==> src/rtl/alu_issue_ctrl.sv <==
// Decode-and-issue stage: registers the 4-bit ALU code and holds it for the op's settle time before raising out_valid.
// Optional illegal-op detection is built only when ALU_ILLEGAL_DET_EN is defined; otherwise illegal is tied to 0.
module alu_issue_ctrl #(
    parameter int MULT_CYCLES = 4,
    parameter int DIV_CYCLES  = 16
) (
    input  logic       clk,
    input  logic       rst_n,
    input  logic       in_valid,
    output logic       in_ready,
    input  logic [5:0] opcode,
    input  logic [5:0] funct,
    output logic [3:0] alu_control,
    output logic       out_valid,
    input  logic       out_ready,
    output logic       multicycle,
    output logic       illegal
);
    localparam int MAX_CYCLES = (MULT_CYCLES > DIV_CYCLES) ? MULT_CYCLES : DIV_CYCLES;
    localparam int CNT_W = $clog2(MAX_CYCLES) + 1;
    localparam logic [CNT_W-1:0] CNT_ZERO  = CNT_W'(0);
    localparam logic [CNT_W-1:0] CNT_ONE   = CNT_W'(1);
    localparam logic [CNT_W-1:0] MULT_LOAD = CNT_W'(MULT_CYCLES - 1);
    localparam logic [CNT_W-1:0] DIV_LOAD  = CNT_W'(DIV_CYCLES - 1);
    localparam logic [3:0] CODE_ADD  = 4'b0010;
    localparam logic [3:0] CODE_MULT = 4'b0101;
    localparam logic [3:0] CODE_DIV  = 4'b1011;

    typedef enum logic [1:0] {
        IDLE   = 2'b00,
        SETTLE = 2'b01,
        VALID  = 2'b10
    } state_t;

    function automatic logic [3:0] decode_code(input logic [5:0] op, input logic [5:0] fn);
        logic [3:0] code;
        code = CODE_ADD;
        if (op == 6'h00) begin
            case (fn)
                6'h20, 6'h21: code = 4'b0010;
                6'h22, 6'h23: code = 4'b0110;
                6'h24:        code = 4'b0000;
                6'h25:        code = 4'b0001;
                6'h26:        code = 4'b0100;
                6'h27:        code = 4'b1100;
                6'h2A:        code = 4'b0111;
                6'h00:        code = 4'b1000;
                6'h02:        code = 4'b1001;
                6'h03:        code = 4'b1010;
                6'h18:        code = CODE_MULT;
                6'h1A:        code = CODE_DIV;
                default:      code = CODE_ADD;
            endcase
        end else begin
            case (op)
                6'h08, 6'h09, 6'h23, 6'h2B: code = 4'b0010;
                6'h0C:                      code = 4'b0000;
                6'h0D:                      code = 4'b0001;
                6'h0E:                      code = 4'b0100;
                6'h0A:                      code = 4'b0111;
                6'h04, 6'h05:               code = 4'b0110;
                6'h02, 6'h03:               code = 4'b0010;
                default:                    code = CODE_ADD;
            endcase
        end
        return code;
    endfunction

    state_t           state_r;
    state_t           state_nxt_s;
    logic [CNT_W-1:0] cnt_r;
    logic [CNT_W-1:0] cnt_nxt_s;
    logic [CNT_W-1:0] load_cnt_s;
    logic [3:0]       code_s;
    logic             mc_s;
    logic             in_ready_s;
    logic             accept_s;
    logic [3:0]       alu_control_r;
    logic             out_valid_r;
    logic             multicycle_r;

    // Decode the presented op and pick its settle-counter preload
    always_comb begin
        code_s = decode_code(opcode, funct);
        mc_s   = (code_s == CODE_MULT) || (code_s == CODE_DIV);
        if (code_s == CODE_MULT) begin
            load_cnt_s = MULT_LOAD;
        end else if (code_s == CODE_DIV) begin
            load_cnt_s = DIV_LOAD;
        end else begin
            load_cnt_s = CNT_ZERO;
        end
    end

    // Upstream handshake: ready in IDLE, or in VALID when downstream consumes
    always_comb begin
        in_ready_s = 1'b0;
        if (rst_n) begin
            case (state_r)
                IDLE:    in_ready_s = 1'b1;
                VALID:   in_ready_s = out_ready;
                default: in_ready_s = 1'b0;
            endcase
        end else begin
            in_ready_s = 1'b0;
        end
    end

    assign accept_s = in_valid && in_ready_s;

    // Next-state and settle-counter logic
    always_comb begin
        state_nxt_s = state_r;
        cnt_nxt_s   = cnt_r;
        case (state_r)
            IDLE: begin
                if (accept_s) begin
                    cnt_nxt_s   = load_cnt_s;
                    state_nxt_s = (load_cnt_s != CNT_ZERO) ? SETTLE : VALID;
                end else begin
                    state_nxt_s = IDLE;
                end
            end
            SETTLE: begin
                // Saturating decrement; a zero count here is unreachable but still exits safely
                cnt_nxt_s   = (cnt_r == CNT_ZERO) ? CNT_ZERO : (cnt_r - CNT_ONE);
                state_nxt_s = (cnt_r <= CNT_ONE) ? VALID : SETTLE;
            end
            VALID: begin
                if (accept_s) begin
                    cnt_nxt_s   = load_cnt_s;
                    state_nxt_s = (load_cnt_s != CNT_ZERO) ? SETTLE : VALID;
                end else if (out_ready) begin
                    state_nxt_s = IDLE;
                end else begin
                    state_nxt_s = VALID;
                end
            end
            default: begin
                state_nxt_s = IDLE;
                cnt_nxt_s   = CNT_ZERO;
            end
        endcase
    end

    // State, counter and registered outputs
    always_ff @(posedge clk or negedge rst_n) begin
        if (!rst_n) begin
            state_r       <= IDLE;
            cnt_r         <= CNT_ZERO;
            alu_control_r <= CODE_ADD;
            out_valid_r   <= 1'b0;
            multicycle_r  <= 1'b0;
        end else begin
            state_r     <= state_nxt_s;
            cnt_r       <= cnt_nxt_s;
            out_valid_r <= (state_nxt_s == VALID);
            if (accept_s) begin
                alu_control_r <= code_s;
                multicycle_r  <= mc_s;
            end else begin
                alu_control_r <= alu_control_r;
                multicycle_r  <= multicycle_r;
            end
        end
    end

`ifdef ALU_ILLEGAL_DET_EN
    // True when the op has no entry in the decode table (falls to default add)
    function automatic logic decode_miss(input logic [5:0] op, input logic [5:0] fn);
        logic miss;
        miss = 1'b0;
        if (op == 6'h00) begin
            case (fn)
                6'h20, 6'h21, 6'h22, 6'h23, 6'h24, 6'h25, 6'h26, 6'h27,
                6'h2A, 6'h00, 6'h02, 6'h03, 6'h18, 6'h1A: miss = 1'b0;
                default:                                  miss = 1'b1;
            endcase
        end else begin
            case (op)
                6'h08, 6'h09, 6'h23, 6'h2B, 6'h0C, 6'h0D, 6'h0E, 6'h0A,
                6'h04, 6'h05, 6'h02, 6'h03: miss = 1'b0;
                default:                    miss = 1'b1;
            endcase
        end
        return miss;
    endfunction

    logic illegal_r;

    // Illegal flag travels with the issued code
    always_ff @(posedge clk or negedge rst_n) begin
        if (!rst_n) begin
            illegal_r <= 1'b0;
        end else if (accept_s) begin
            illegal_r <= decode_miss(opcode, funct);
        end else begin
            illegal_r <= illegal_r;
        end
    end

    assign illegal = illegal_r;
`else
    assign illegal = 1'b0;
`endif

    assign in_ready    = in_ready_s;
    assign alu_control = alu_control_r;
    assign out_valid   = out_valid_r;
    assign multicycle  = multicycle_r;

endmodule

==> config.mk <==
export PLATFORM = sky130hd
export DESIGN_NAME = alu_issue_ctrl
export DESIGN_NICKNAME = d
export VERILOG_FILES = /design/src/rtl/alu_issue_ctrl.sv
export SDC_FILE = /design/constraint.sdc
export NUM_CORES = 1
export LEC_CHECK = 0
export CELL_PAD_IN_SITES_DETAIL_PLACEMENT = 0
export CELL_PAD_IN_SITES_GLOBAL_PLACEMENT = 1
export CORE_MARGIN = 3
export CORE_UTILIZATION = 38
export CTS_CLUSTER_SIZE = 10
export DETAILED_ROUTE_END_ITERATION = 6
export PLACE_DENSITY = 0.81
export REMOVE_ABC_BUFFERS = 1
export SLEW_MARGIN = 10
export SYNTH_ARGS = -nofsm -noshare
export SYNTH_HDL_FRONTEND = slang
export SYNTH_SLANG_ARGS = --single-unit
==> constraint.sdc <==
create_clock -name clk -period 3.4 [get_ports clk]
set_input_delay 0.34 -clock clk [delete_from_list [all_inputs] [get_ports clk]]
set_output_delay 0.34 -clock clk [all_outputs]
set_load 0.02 [all_outputs]
---- Word level (Yosys, flattened, before mapping) ----
Memory sizes are Yosys's and may differ from the RTL's.
Index checks and enable logic that the tools add are counted.
Widths: inputs -> output; s select.
word-level totals
  flip-flop bits (word level) ............. 13
  latch bits .............................. 0
  memory bits (writable) .................. 0
  bits in read-only memories .............. 256
  bits of input ports ..................... 16
  logic and storage cells ................. 43
  memories ................................ 1
operators by class
  $add $sub $neg .......................... 1
  multiply operators ...................... 0
  div/mod/pow operators ................... 0
  magnitude comparators ................... 1
  equal/unequal tests ..................... 12
  shifts and indexed selects .............. 0
  muxes and demuxes ....................... 15
  bitwise gates (word level) .............. 0
  reductions and logical operators ........ 8
memories
  name              words  bits a word  rd ports  clocked after Yosys merged registers in  wr ports  RTL line  RTL
  (name not given)  64     4            1         0                                        0         39        case (fn)
operators by type and width
  cell                 count
  $eq 6x4->1 const B   4
  $pmux 3 s5           1
  $eq 6x3->1 const B   2
  $mux 4               3
  $mux 2               5
  $mux 5               2
  $pmux 5 s2           1
  $logic_not 6->1      1
  $pmux 2 s3           1
  $le 5x1->1 const B   1
  $logic_not 5->1      1
  $reduce_bool 5->1    1
  $sub 5x1->5 const B  1
  $eq 2x2->1 const B   2
  $eq 4x3->1 const B   1
  $eq 4x4->1 const B   1
  $reduce_or 2->1      2
  $eq 2x1->1 const B   1
  $logic_not 2->1      1
  $ne 2x1->1 const B   1
  $pmux 1 s2           1
  $logic_and 1x1->1    1
  $logic_or 1x1->1     1
  $mux 1               1

---- Longest topological paths before layout ----
Gate-level depths: netlist of run 1.
  depth in word-level cells ............... 12
  gate-level depth with buffers ........... 7
  gate-level depth less buffers ........... 7

---- Worst setup path before layout of run 1 ----
No wires, ideal clock.
  path kind ............................... register -> register
  start point ............................. register state_r[1]
  end point ............................... register cnt_r[0]
  setup time .............................. 0.066 ns
  data arrival time ....................... 1.871 ns
  required time ........................... 3.334 ns
  setup slack ............................. 1.463 ns
  cell stages (with the launch flop) ...... 7
  buffers on the path ..................... 1
  period minus slack after synthesis ...... 1.937 ns
  path through ............................ dfrtp_1 > nor2b_1 > nor3b_1 > nand2_1 > clkbuf_1 > nor2_1 > a221o_1
between the ends
  longest elaborated chain between the ends .. 5
RTL lines
  what                                                  RTL line  RTL
  from (decl)                                           69        state_t state_r;
  from (signal assigned)                                155       state_r <= state_nxt_s;
  $eq 2x2->1 / $logic_not 2->1 (equally long branches)  99        case (state_r)
  $pmux 1 s2 (*)                                        99
  $mux 1 (*)                                            98        if (rst_n) begin
  via in_ready                                          10        output logic in_ready,
  $logic_and 1x1->1 (*)                                 109       assign accept_s = in_valid && in_ready_s;
  $ne 2x1->1 (no source line) (*)                       --
  to (signal assigned)                                  156       cnt_r <= cnt_nxt_s;
  to (decl)                                             71        logic [CNT_W-1:0] cnt_r;
The timed path passes the listed nets; every way through them passes the cells marked *.
A chain may end at the register's enable or synchronous reset.

---- Final worst setup path of run 1 ----
  start point ............................. input rst_n
  end point ............................... output in_ready
between the ends
  longest elaborated chain between the ends .. 1
RTL lines
  what         RTL line  RTL
  from (decl)  8         input logic rst_n,
  $mux 1       98
  to (decl)    10
Every way passes these cells.

==> summary.md, run 1 <==
| Metric | Value |
|---|---|
| TritonCTS clock tree | built |
| Residual DRC | 0 |
| Post_cts resized | 0 |
| Most common cell after layout, fill and taps aside | clkdlybuf4s50_1 |
| Worst Path Max Fanout | 14 |
| Initial Util | 41.7% |
| Worst Path Required | roughly 3100 ps |
| Pwr dens | 290 nW/um^2 |
| Synthesis-stage register bit count | 13 |
| Slowest stage delay, CP | 650 ps |
| Finished Cell Area | 1230 um^2 |
| CP Capture Point | in_ready |
| Pleak | 0.503 nW |
| Max clock buf depth | 2 |
| Top Layer Used | met4 |
| R2r startpoint | state_r[1] |
| Final Critical Period | 2280 ps |
| Top_reg_cell synth | dfrtp_1 |
| IO Pins | 24 |
| Wire length of the first global-routing pass | 3800 um |
| Gr ovfl total | 0 |
| Status | finished clean |
| Most frequent cells in the layout | 22 x clkdlybuf4s50_1, 12 x dfrtp_1, 8 x nand2_1, 8 x o21ai_0 |
| Gpl congestion | between 0.8 and 0.9 |
| Initial antenna violation count | 0 |
| Slowest CP cell | clkdlybuf4s50_1 |
| Wl on met1 | roughly 1100 um |
| Die area | approximately 3200 um^2 |
| Vias in the first global route | 822 |
| Cell variety after synth | 44 |
| Top delay family on crit path | buffers and inverters |
| Clock insertion delay at the later pin of the skew report | 280 ps |
| Flop2flop setup slack | around 1500 ps |
| Die Height | 56.2 um |
| DP Cell Count | 158 |
| Hold WC Path Type | in2async |
| Sequential area share after synthesis | 34.1% |
| Fmax | around 440 MHz |
| Worst-path clk slew | 80 ps |
| Period utilization | 67.1% |
| Setup violators final | 0 |
| Worst Skew | 2.69 ps |
| CP Class | in2out |
| Worst R2R End | cnt_r[2] |
| CTS hold repair buffers | 0 |
| ANT nets after route | 0 |
| Hpwl dp | 1720 um |
| CP cell instances | clkdlybuf4s50_1, buf_4, nor3b_1, clkdlybuf4s50_1 |
| Num CTS Buffers | 3 |
| Vias/cell | 5.51 |
| Mapped Cells | 109 |
| CP most frequent cell | clkdlybuf4s50_1 |
| Root Driver | clkbuf_4 |
| Peak supply drop | 0.000273 V |
| Die Wd | 56.2 um |
| Largest net degree at the start of global routing | 15 |
| Routed wl met3 | 103 um |
| Layout cells sized above 1 | 8.96% |
| DR WL/cell | 13.5 um |
| CP Depth | 4 |
| Reg2Reg Depth | 6 |
| Netlist Area Pre-Place | ~960 um^2 |
| Fin. max-slew vios | 0 |
| Core Region | around 2300 um^2 |
| Worst Setup Start Kind | input port |
| CTS H-Tree Depth | 1 |
| Max-Cap Viols | 0 |
| Clock tree sinks | 13 |
| Port buffer count | 22 |
| Total GRT Usage | 14.6% |
| Syn Area/Cell | 8.78 um^2 |
| DR WL met2 | 947 um |
| Hold Violations, Final | 0 |
| Drt first-iter violations | 5 |
| Ys Warns | 0 |
| Total inserted antenna cells | 0 |
| Synth-to-Final Area Change | 29.0% |
| EDFF count, synth | 0 |
| TNS Setup | 0 ps |
| Post-CTS setup buffer count | 0 |
| CP Data Arrival Time | 1940 ps |
| Post-DP Area | 1210 um^2 |
| Nature of the critical path endpoint | output pin |
| Pre-Repair DR Iteration Count | 4 |
| Nets | 153 |
| WHS | ~370 ps |
| Non-filler instance count after layout | 162 |
| Crit path launch | rst_n |
| Final wirelength | 2180 um |
| Async set-reset flop share out of synthesis | 100% |
| Unrepaired setup endpoints after global routing | no |
| # rows | 17 |
| DR vias | 893 |
| WP buf/inv | 3 |
[state kept, by name, summed over array words and instances (netlist names)]
name	cells
state_r	2
multicycle	1
cnt_r	5
alu_control	4
out_valid	1
[report_power, final]
group          leakage (nW)  switching, mW  internal (mW)
Combinational         0.316         0.0498         0.0456
Clock                0.0150         0.0508         0.0456
Sequential            0.172        0.00479          0.162
[cell type report]
type / instances / area (um^2)
flip-flops and latches: 13 / 327
inverters: 6 / 22.5
clock buffers: 4 / 26.3
multi-input cells: 88 / 597
well taps: 28 / 35.0
repair buffers: 23 / 228
fillers: 234 / 1060
[worst register-to-register path, stage by stage, from the launching register on]
cell and delay (ps):
dfrtp_1 410, nor2b_1 170, nor3b_1 250, nand2_1 300, nand2b_1 200, o21ai_0 100, a221o_1 360
[cells by family (layout without fill, tap and decap cells)]
group                      Yosys count  in the layout  synth area share (%)
AOI/OAI and AO/OA                   41             41                  31.6
DFF                                 13             13                  34.1
buffers and inverters                8             33                  3.53
adders and majority gates            2              2                  2.61
and+or+nand+nor                     43             43                  26.5
other                                1              1                 0.392
muxes                                1              1                  1.18
[worst min path at each step]
stage,to,slack [ps],cells after the start
2_1_floorplan,alu_control[0],40,0
3_3_place_gp,alu_control[2],460,2
3_5_place_dp,alu_control[2],470,2
4_1_cts,cnt_r[1],370,2
5_1_grt,multicycle,370,2
6_report,state_r[0],370,2
[layer usage]
metal | track usage (%) | up-vias
met5 | 0 | -
met4 | 3.05 | 0
met3 | 4.87 | 2
met2 | 22.0 | 18
met1 | 20.1 | 411
li1 | - | 462
[through the flow]
stage          power (mW)  setup slack, ps  utilization [%]
2_1_floorplan       0.218             1230                -
3_3_place_gp        0.263              923             52.6
3_5_place_dp        0.266              891             52.6
4_1_cts             0.363             1100             53.8
5_1_grt             0.382              976             53.8
6_report            0.359             1120             53.8
[cell usage after synthesis, types with 2 or more instances]
cell | instances | area (um^2)
a211o_1 | 2 | 17.5
a21boi_0 | 2 | 15.0
a21o_1 | 2 | 15.0
a21oi_1 | 7 | 35.0
a221o_1 | 2 | 20.0
a22o_1 | 2 | 17.5
and3b_1 | 2 | 17.5
dfrtp_1 | 12 | 300
ha_1 | 2 | 25.0
inv_1 | 6 | 22.5
nand2_1 | 8 | 30.0
nand2b_1 | 3 | 18.8
nand3_1 | 2 | 10.0
nor2_1 | 7 | 26.3
nor2b_1 | 4 | 25.0
nor3_1 | 5 | 25.0
nor3b_1 | 2 | 15.0
o21ai_0 | 8 | 40.0
o21ai_1 | 2 | 10.0
o2bb2ai_1 | 2 | 17.5
o32ai_1 | 3 | 26.3
or2b_1 | 2 | 15.0
Note: power is estimated with default switching activity, not from simulation.
==> run 2: changes to the inputs <==
--- a/config.mk
+++ b/config.mk
@@ -8,10 +8,10 @@
 export CELL_PAD_IN_SITES_DETAIL_PLACEMENT = 0
 export CELL_PAD_IN_SITES_GLOBAL_PLACEMENT = 1
 export CORE_MARGIN = 3
-export CORE_UTILIZATION = 38
+export CORE_UTILIZATION = 35
 export CTS_CLUSTER_SIZE = 10
 export DETAILED_ROUTE_END_ITERATION = 6
-export PLACE_DENSITY = 0.81
+export PLACE_DENSITY = 0.75
 export REMOVE_ABC_BUFFERS = 1
 export SLEW_MARGIN = 10
 export SYNTH_ARGS = -nofsm -noshare
==> constraint.sdc (replaced) <==
create_clock -name clk -period 2.25 [get_ports clk]
set_input_delay 0.225 -clock clk [delete_from_list [all_inputs] [get_ports clk]]
set_output_delay 0.225 -clock clk [all_outputs]
set_load 0.02 [all_outputs]
==> run 2 against run 1 <==
Register-to-register slack worse by 980 ps; non-clock buffer count rose by 15; clock power grew 50%.
==> summary.md, run 2 (same netlist as run 1, synthesis figures left out) <==
| Metric | Value |
|---|---|
| Total GRT Usage | 15.2% (+0.59 points) |
| Clock tree sinks | 13 (unchanged) |
| Most common cell after layout, fill and taps aside | clkdlybuf4s50_1 |
| Nature of the critical path endpoint | flop |
| CP Class | in2reg |
| Worst Setup Start Kind | input port |
| Post-Place Worst Slack | -88.0 ps (-979 ps) |
| Max clock buf depth | 2 (unchanged) |
| Largest net degree at the start of global routing | 14 (-1) |
| Switching Fraction | 28.8% (-0.52 points) |
| R2r startpoint | state_r[1] |
| IO Pins | 24 (unchanged) |
| Worst Skew | 7.13 ps (+4.45 ps) |
| Period utilization | 91.5% |
| Hpwl dp | 1960 um (+14%) |
| Fmax | 486 MHz |
| Int Power | 0.395 mW (+56%) |
| Worst Path Required | 2400 ps (-660 ps) |
| Flop pwr share | 45.4% (-1.2 points) |
| Num CTS Buffers | 3 (unchanged) |
| Wire length of the first global-routing pass | 4060 um (+6.9%) |
| Max-Cap Viols | 0 (unchanged) |
| Flop2flop setup slack | 500 ps (-980 ps) |
| Clock insertion delay at the later pin of the skew report | 280 ps (about the same) |
| Pwr dens | 411 nW/um^2 (+41%) |
| Residual DRC | 0 (unchanged) |
| ANT nets after route | 0 (unchanged) |
| CP Capture Point | state_r[1] |
| Largest register FFs | 5 (unchanged) |
| Vias in the first global route | 929 (+13%) |
| Total inserted antenna cells | 0 (unchanged) |
| TritonCTS clock tree | built |
| Setup violators final | 0 (unchanged) |
| Port buffer count | 22 (unchanged) |
| Root Driver | clkbuf_4 |
| Worst Path Max Fanout | 6 (-8) |
| Drt first-iter violations | 17 (+12) |
| Unrepaired setup endpoints after global routing | no |
| # rows | 18 (+1) |
| Reg2Reg Depth | 6 (unchanged) |
| Gate power share | 28.8% (+2.2 points) |
| Final Critical Period | 2060 ps |
| Die Wd | 58.3 um (+3.7%) |
| Die Height | 58.3 um (+3.7%) |
| Initial antenna violation count | 0 (unchanged) |
| DR vias | 955 (+6.9%) |
| Layout cells sized above 1 | 18.1% (+9.2 points) |
| DR WL/cell | 13.4 um (-0.15%) |
| Initial Util | 37.6% (-4.1 points) |
| Post-CTS setup buffer count | 0 (unchanged) |
| Worst-path clk slew | 80 ps (about the same) |
| WHS | 270 ps (-98.3 ps) |
| Hold Violations, Final | 0 (unchanged) |
| Sw Pwr | 0.160 mW (+52%) |
| Pleak | 0.577 nW (+15%) |
| Vias/cell | 5.34 (-3.2%) |
| CTS hold repair buffers | 0 (unchanged) |
| CP Data Arrival Time | 2210 ps (+270 ps) |
| Crit path launch | funct[5] |
| Post_cts resized | 0 (unchanged) |
| Gr ovfl total | 0 (unchanged) |
| Largest Register | cnt_r |
| Hold WC Path Type | in2async |
| Gpl congestion | 0.811 (-5.6%) |
| Fin. max-slew vios | 0 (unchanged) |
| Core Region | 2540 um^2 (+11%) |
| Worst R2R End | cnt_r[2] |
| Peak supply drop | 0.000372 V (+36%) |
| Status | finished clean |
| CTS H-Tree Depth | 1 (unchanged) |
| Die area | 3400 um^2 (+7.6%) |
| Synth-to-Final Area Change | 41.0% |
| Nets | 168 (+9.8%) |
| Pre-Repair DR Iteration Count | 4 (unchanged) |
| Clock share of power | 25.9% (-1.0 points) |
| Final wirelength | 2400 um (+10%) |
| Final Worst Setup Slack | 191 ps (-927 ps) |
| Most frequent cells in the layout | 22 x clkdlybuf4s50_1, 16 x buf_4, 12 x dfrtp_1 |
[run 2: changes by cell type in the layout (fill, tap and decap cells not counted)]
cell   before  now
buf_4       1   16
[run 2: how the worst min path moves through the flow]
| stage | start | end | slack, ps | cells past startpoint |
|---|---|---|---|---|
| after floorplan | rst_n | alu_control[0] | -70 | 0 |
| after global placement | alu_control[2] | alu_control[2] | 470 | 2 |
| after detailed placement | alu_control[0] | alu_control[0] | 470 | 1 |
| after CTS | rst_n | cnt_r[2] | 280 | 2 |
| after global routing | rst_n | cnt_r[1] | 300 | 2 |
| final | rst_n | alu_control[2] | 270 | 2 |
[run 2: per-stage QoR]
stage / power (mW) / cell area (um^2) / instances / TNS (ps) / utilization (%)
2_1_floorplan: 0.330 / 946 / 107 / 0 / -
3_3_place_gp: 0.414 / 1320 / 175 / -102 / 52.0
3_5_place_dp: 0.417 / 1320 / 175 / -236 / 52.0
4_1_cts: 0.558 / 1350 / 179 / 0 / 53.0
5_1_grt: 0.589 / 1350 / 179 / 0 / 53.0
6_report: 0.555 / 1350 / 179 / 0 / 53.0
[run 2: layout make-up]
cell class                 count  area, um^2
sequential                    13         327
tap                           30        37.5
clock buffer                   4        26.3
inverter                       6        22.5
fill                         260        1190
multi-input combinational     88         597
timing repair buffer          38         340
[run 2: routing by layer]
metal / wire [um] / up-vias / global-route usage, % / share of wire, %
li1: - / 485 / - / -
met1: 1200 / 441 / 20.9 / 50
met2: 1060 / 24 / 23.1 / 44
met3: 106 / 5 / 3.95 / 4.4
met4: 34 / 0 / 4.97 / 1.4
met5: 0 / - / 0 / 0
[run 2: power by group through the flow]
stage | logic (mW) | clock network, mW | registers [mW]
floorplan | 0.0684 | 0 | 0.262
finish | 0.160 | 0.144 | 0.252
detailed placement | 0.160 | 0 | 0.256
CTS | 0.160 | 0.146 | 0.252
global route | 0.177 | 0.158 | 0.254
global placement | 0.158 | 0 | 0.256
[run 2: critical path: stages]
cell	delay (ps)
clkdlybuf4s50_1	500
and4bb_1	360
nand3_1	90
a311o_1	310
a211o_1	300
a211oi_1	290
o32ai_1	140
==> run 3: changes to the inputs <==
==> config.mk (replaced) <==
export PLATFORM = sky130hd
export DESIGN_NAME = alu_issue_ctrl
export DESIGN_NICKNAME = d
export VERILOG_FILES = /design/src/rtl/alu_issue_ctrl.sv
export SDC_FILE = /design/constraint.sdc
export NUM_CORES = 1
export LEC_CHECK = 0
export CORE_MARGIN = 3
export CORE_UTILIZATION = 48
export DETAILED_ROUTE_END_ITERATION = 6
export PLACE_DENSITY = 0.76
export REMOVE_ABC_BUFFERS = 1
export SLEW_MARGIN = 10
export SYNTH_ARGS = -nofsm -noshare
export SYNTH_HDL_FRONTEND = slang
export SYNTH_SLANG_ARGS = --single-unit
==> run 3 against run 2 <==
Critical path depth down 4; setup slack lost 3.2 ps; sequential cell count did not move; first-iteration DRC count rose by 41%; maximum frequency decreased by 0.16%; power is essentially flat; core utilization increased by 20 points; routed wire length up 6.2%; non-clock buffer count shrank 4; highest routed layer unchanged.
==> summary.md, run 3 (same netlist as run 1, synthesis figures left out) <==
| Metric | Value |
|---|---|
| Status | finished clean |
| Root Driver | clkbuf_4 |
| Fmax | 485 MHz (-0.16%) |
| Hold WC Path Type | in2async |
| Die area | 2570 um^2 (-24%) |
| Max clock buf depth | 2 (unchanged) |
| Hpwl dp | 2090 um (+6.6%) |
| Pre-Repair DR Iteration Count | 4 (unchanged) |
| Initial antenna violation count | 0 (unchanged) |
| Port buffer count | 22 (unchanged) |
| CP Class | reg2out |
| Die Wd | 50.7 um (-13%) |
| Unrepaired setup endpoints after global routing | no |
| Reg2Reg Depth | 6 (unchanged) |
| Synth-to-Final Area Change | 37.3% |
| Nets | 164 (-2.4%) |
| Worst Path Required | 2030 ps (-370 ps) |
| Worst Skew | 2.99 ps (-4.14 ps) |
| Clock insertion delay at the later pin of the skew report | 270 ps (about the same) |
| Nature of the critical path endpoint | output pin |
| Vias/cell | 5.69 (+6.7%) |
| ANT nets after route | 0 (unchanged) |
| Pleak | 0.557 nW (-3.4%) |
| Final wirelength | 2550 um (+6.2%) |
| Largest register FFs | 5 (unchanged) |
| Die Height | 50.7 um (-13%) |
| Final Worst Setup Slack | 187 ps (-3.21 ps) |
| Worst Path Max Fanout | 4 (-2) |
| Register area | 327 um^2 (unchanged) |
| Post-CTS setup buffer count | 0 (unchanged) |
| Clock tree sinks | 13 (unchanged) |
| R2r startpoint | state_r[1] |
| Slowest CP cell | clkdlybuf4s50_1 |
| Largest Register | cnt_r |
| Residual DRC | 0 (unchanged) |
| Layout cells sized above 1 | 15.9% (-2.3 points) |
| Top delay family on crit path | buffers and inverters |
| WP buf/inv | 1 (unchanged) |
| Worst-path clk slew | 80 ps (about the same) |
| WHS | 316 ps (+45.4 ps) |
| Slowest stage delay, CP | 670 ps (+170 ps) |
| Worst Setup Start Kind | flop |
| IO Pins | 24 (unchanged) |
| Gr ovfl total | 0 (unchanged) |
| Drt first-iter violations | 24 (+7) |
| Fin. max-slew vios | 0 (unchanged) |
| Gpl congestion | 0.884 (+8.9%) |
| CTS H-Tree Depth | 1 (unchanged) |
| TNS Setup | 0 ps (unchanged) |
| DR vias | 968 (+1.4%) |
| Wire length of the first global-routing pass | 4270 um (+5.3%) |
| Post-Place Worst Slack | -50.9 ps (+37.2 ps) |
| Non-filler instance count after layout | 170 (-5.0%) |
| Hold Violations, Final | 0 (unchanged) |
| Setup violators final | 0 (unchanged) |
| Vias in the first global route | 953 (+2.6%) |
| Total GRT Usage | 21.5% (+6.3 points) |
| Most frequent cells in the layout | 22 x clkdlybuf4s50_1, 12 x dfrtp_1, 12 x buf_4 |
| Largest net degree at the start of global routing | 14 (unchanged) |
| Worst R2R End | cnt_r[2] |
| Max-Cap Viols | 0 (unchanged) |
| Tightest Pin Transition | roughly 500 ps |
| Total inserted antenna cells | 0 (unchanged) |
| Period utilization | 91.7% (+0.14 points) |
| Flop2flop setup slack | 390 ps (-110 ps) |
| DR WL/cell | 15.0 um (+12%) |
| Final Critical Period | 2060 ps (+3.21 ps) |
| Initial Util | 53.1% (+16 points) |
| CTS hold repair buffers | 0 (unchanged) |
| # rows | 15 (-3) |
| CP Data Arrival Time | 1840 ps (-370 ps) |
| Post_cts resized | 0 (unchanged) |
| Worst slew margin | 66.7% |
| Pwr dens | 423 nW/um^2 (+2.9%) |
| Core Region | 1800 um^2 (-29%) |
| Most common cell after layout, fill and taps aside | clkdlybuf4s50_1 |
| Fillcell total | 151 (-42%) |
| CP cell instances | nor2b_1, nor3b_1, clkdlybuf4s50_1 |
| TritonCTS clock tree | built |
| DP Cell Count | 166 (-5.1%) |
| Tot Pwr | 0.555 mW (about the same) |
| Multi-input gate area | 597 um^2 (unchanged) |
| Num CTS Buffers | 3 (unchanged) |
| Peak supply drop | 0.000413 V (+11%) |
[run 3: cell count changes in the layout (fill, tap and decap cells not counted), sizes merged]
| cell | change |
|---|---|
| buf | -4 |
[run 3: layout make-up]
| type | instances | share of cell area [%] |
|---|---|---|
| Multi-Input combinational cell | 88 | 45.4 |
| Tap cell | 25 | 2.38 |
| Clock buffer | 4 | 2.00 |
| Timing Repair Buffer | 34 | 23.6 |
| Sequential cell | 13 | 24.9 |
| Inverter | 6 | 1.71 |
[run 3: how the worst max path moves through the flow]
stage	slack [ps]	start	end	depth (start not counted)
after global placement	-50	funct[2]	out_valid	7
after floorplan	80	state_r[1]	cnt_r[2]	6
after detailed placement	-50	opcode[1]	state_r[1]	7
after global routing	60	opcode[1]	out_valid	7
final	190	state_r[1]	in_ready	3
after CTS	180	state_r[1]	in_ready	3
[run 3: power by group]
part           total (mW)  internal [mW]  switching, mW
sequential          0.254          0.245        0.00855
clock               0.142         0.0687         0.0733
combinational       0.160         0.0789         0.0807
total               0.555          0.393          0.163
[run 3: layer usage]
| layer | track usage, % | part of all wire, % | vias up |
|---|---|---|---|
| li1 | - | - | 481 |
| met1 | 29.6 | 47 | 452 |
| met2 | 33.9 | 47 | 31 |
| met3 | 5.93 | 4.7 | 4 |
| met4 | 3.59 | 1.1 | 0 |
| met5 | 0 | 0 | - |
[run 3: metrics by stage]
stage	cell area [um^2]	util, %
after global placement	1290	71.5
after CTS	1310	72.9
after detailed placement	1290	71.5
after floorplan	946	-
final	1310	72.9
after global routing	1310	72.9
[run 3: worst register-to-register path, stage by stage, from the launching register on]
cell     delay [ps]
dfrtp_1         420
nor2b_1         180
nor3b_1         300
nand2_1         230
buf_4           220
nor3_1          300
a221o_1         160
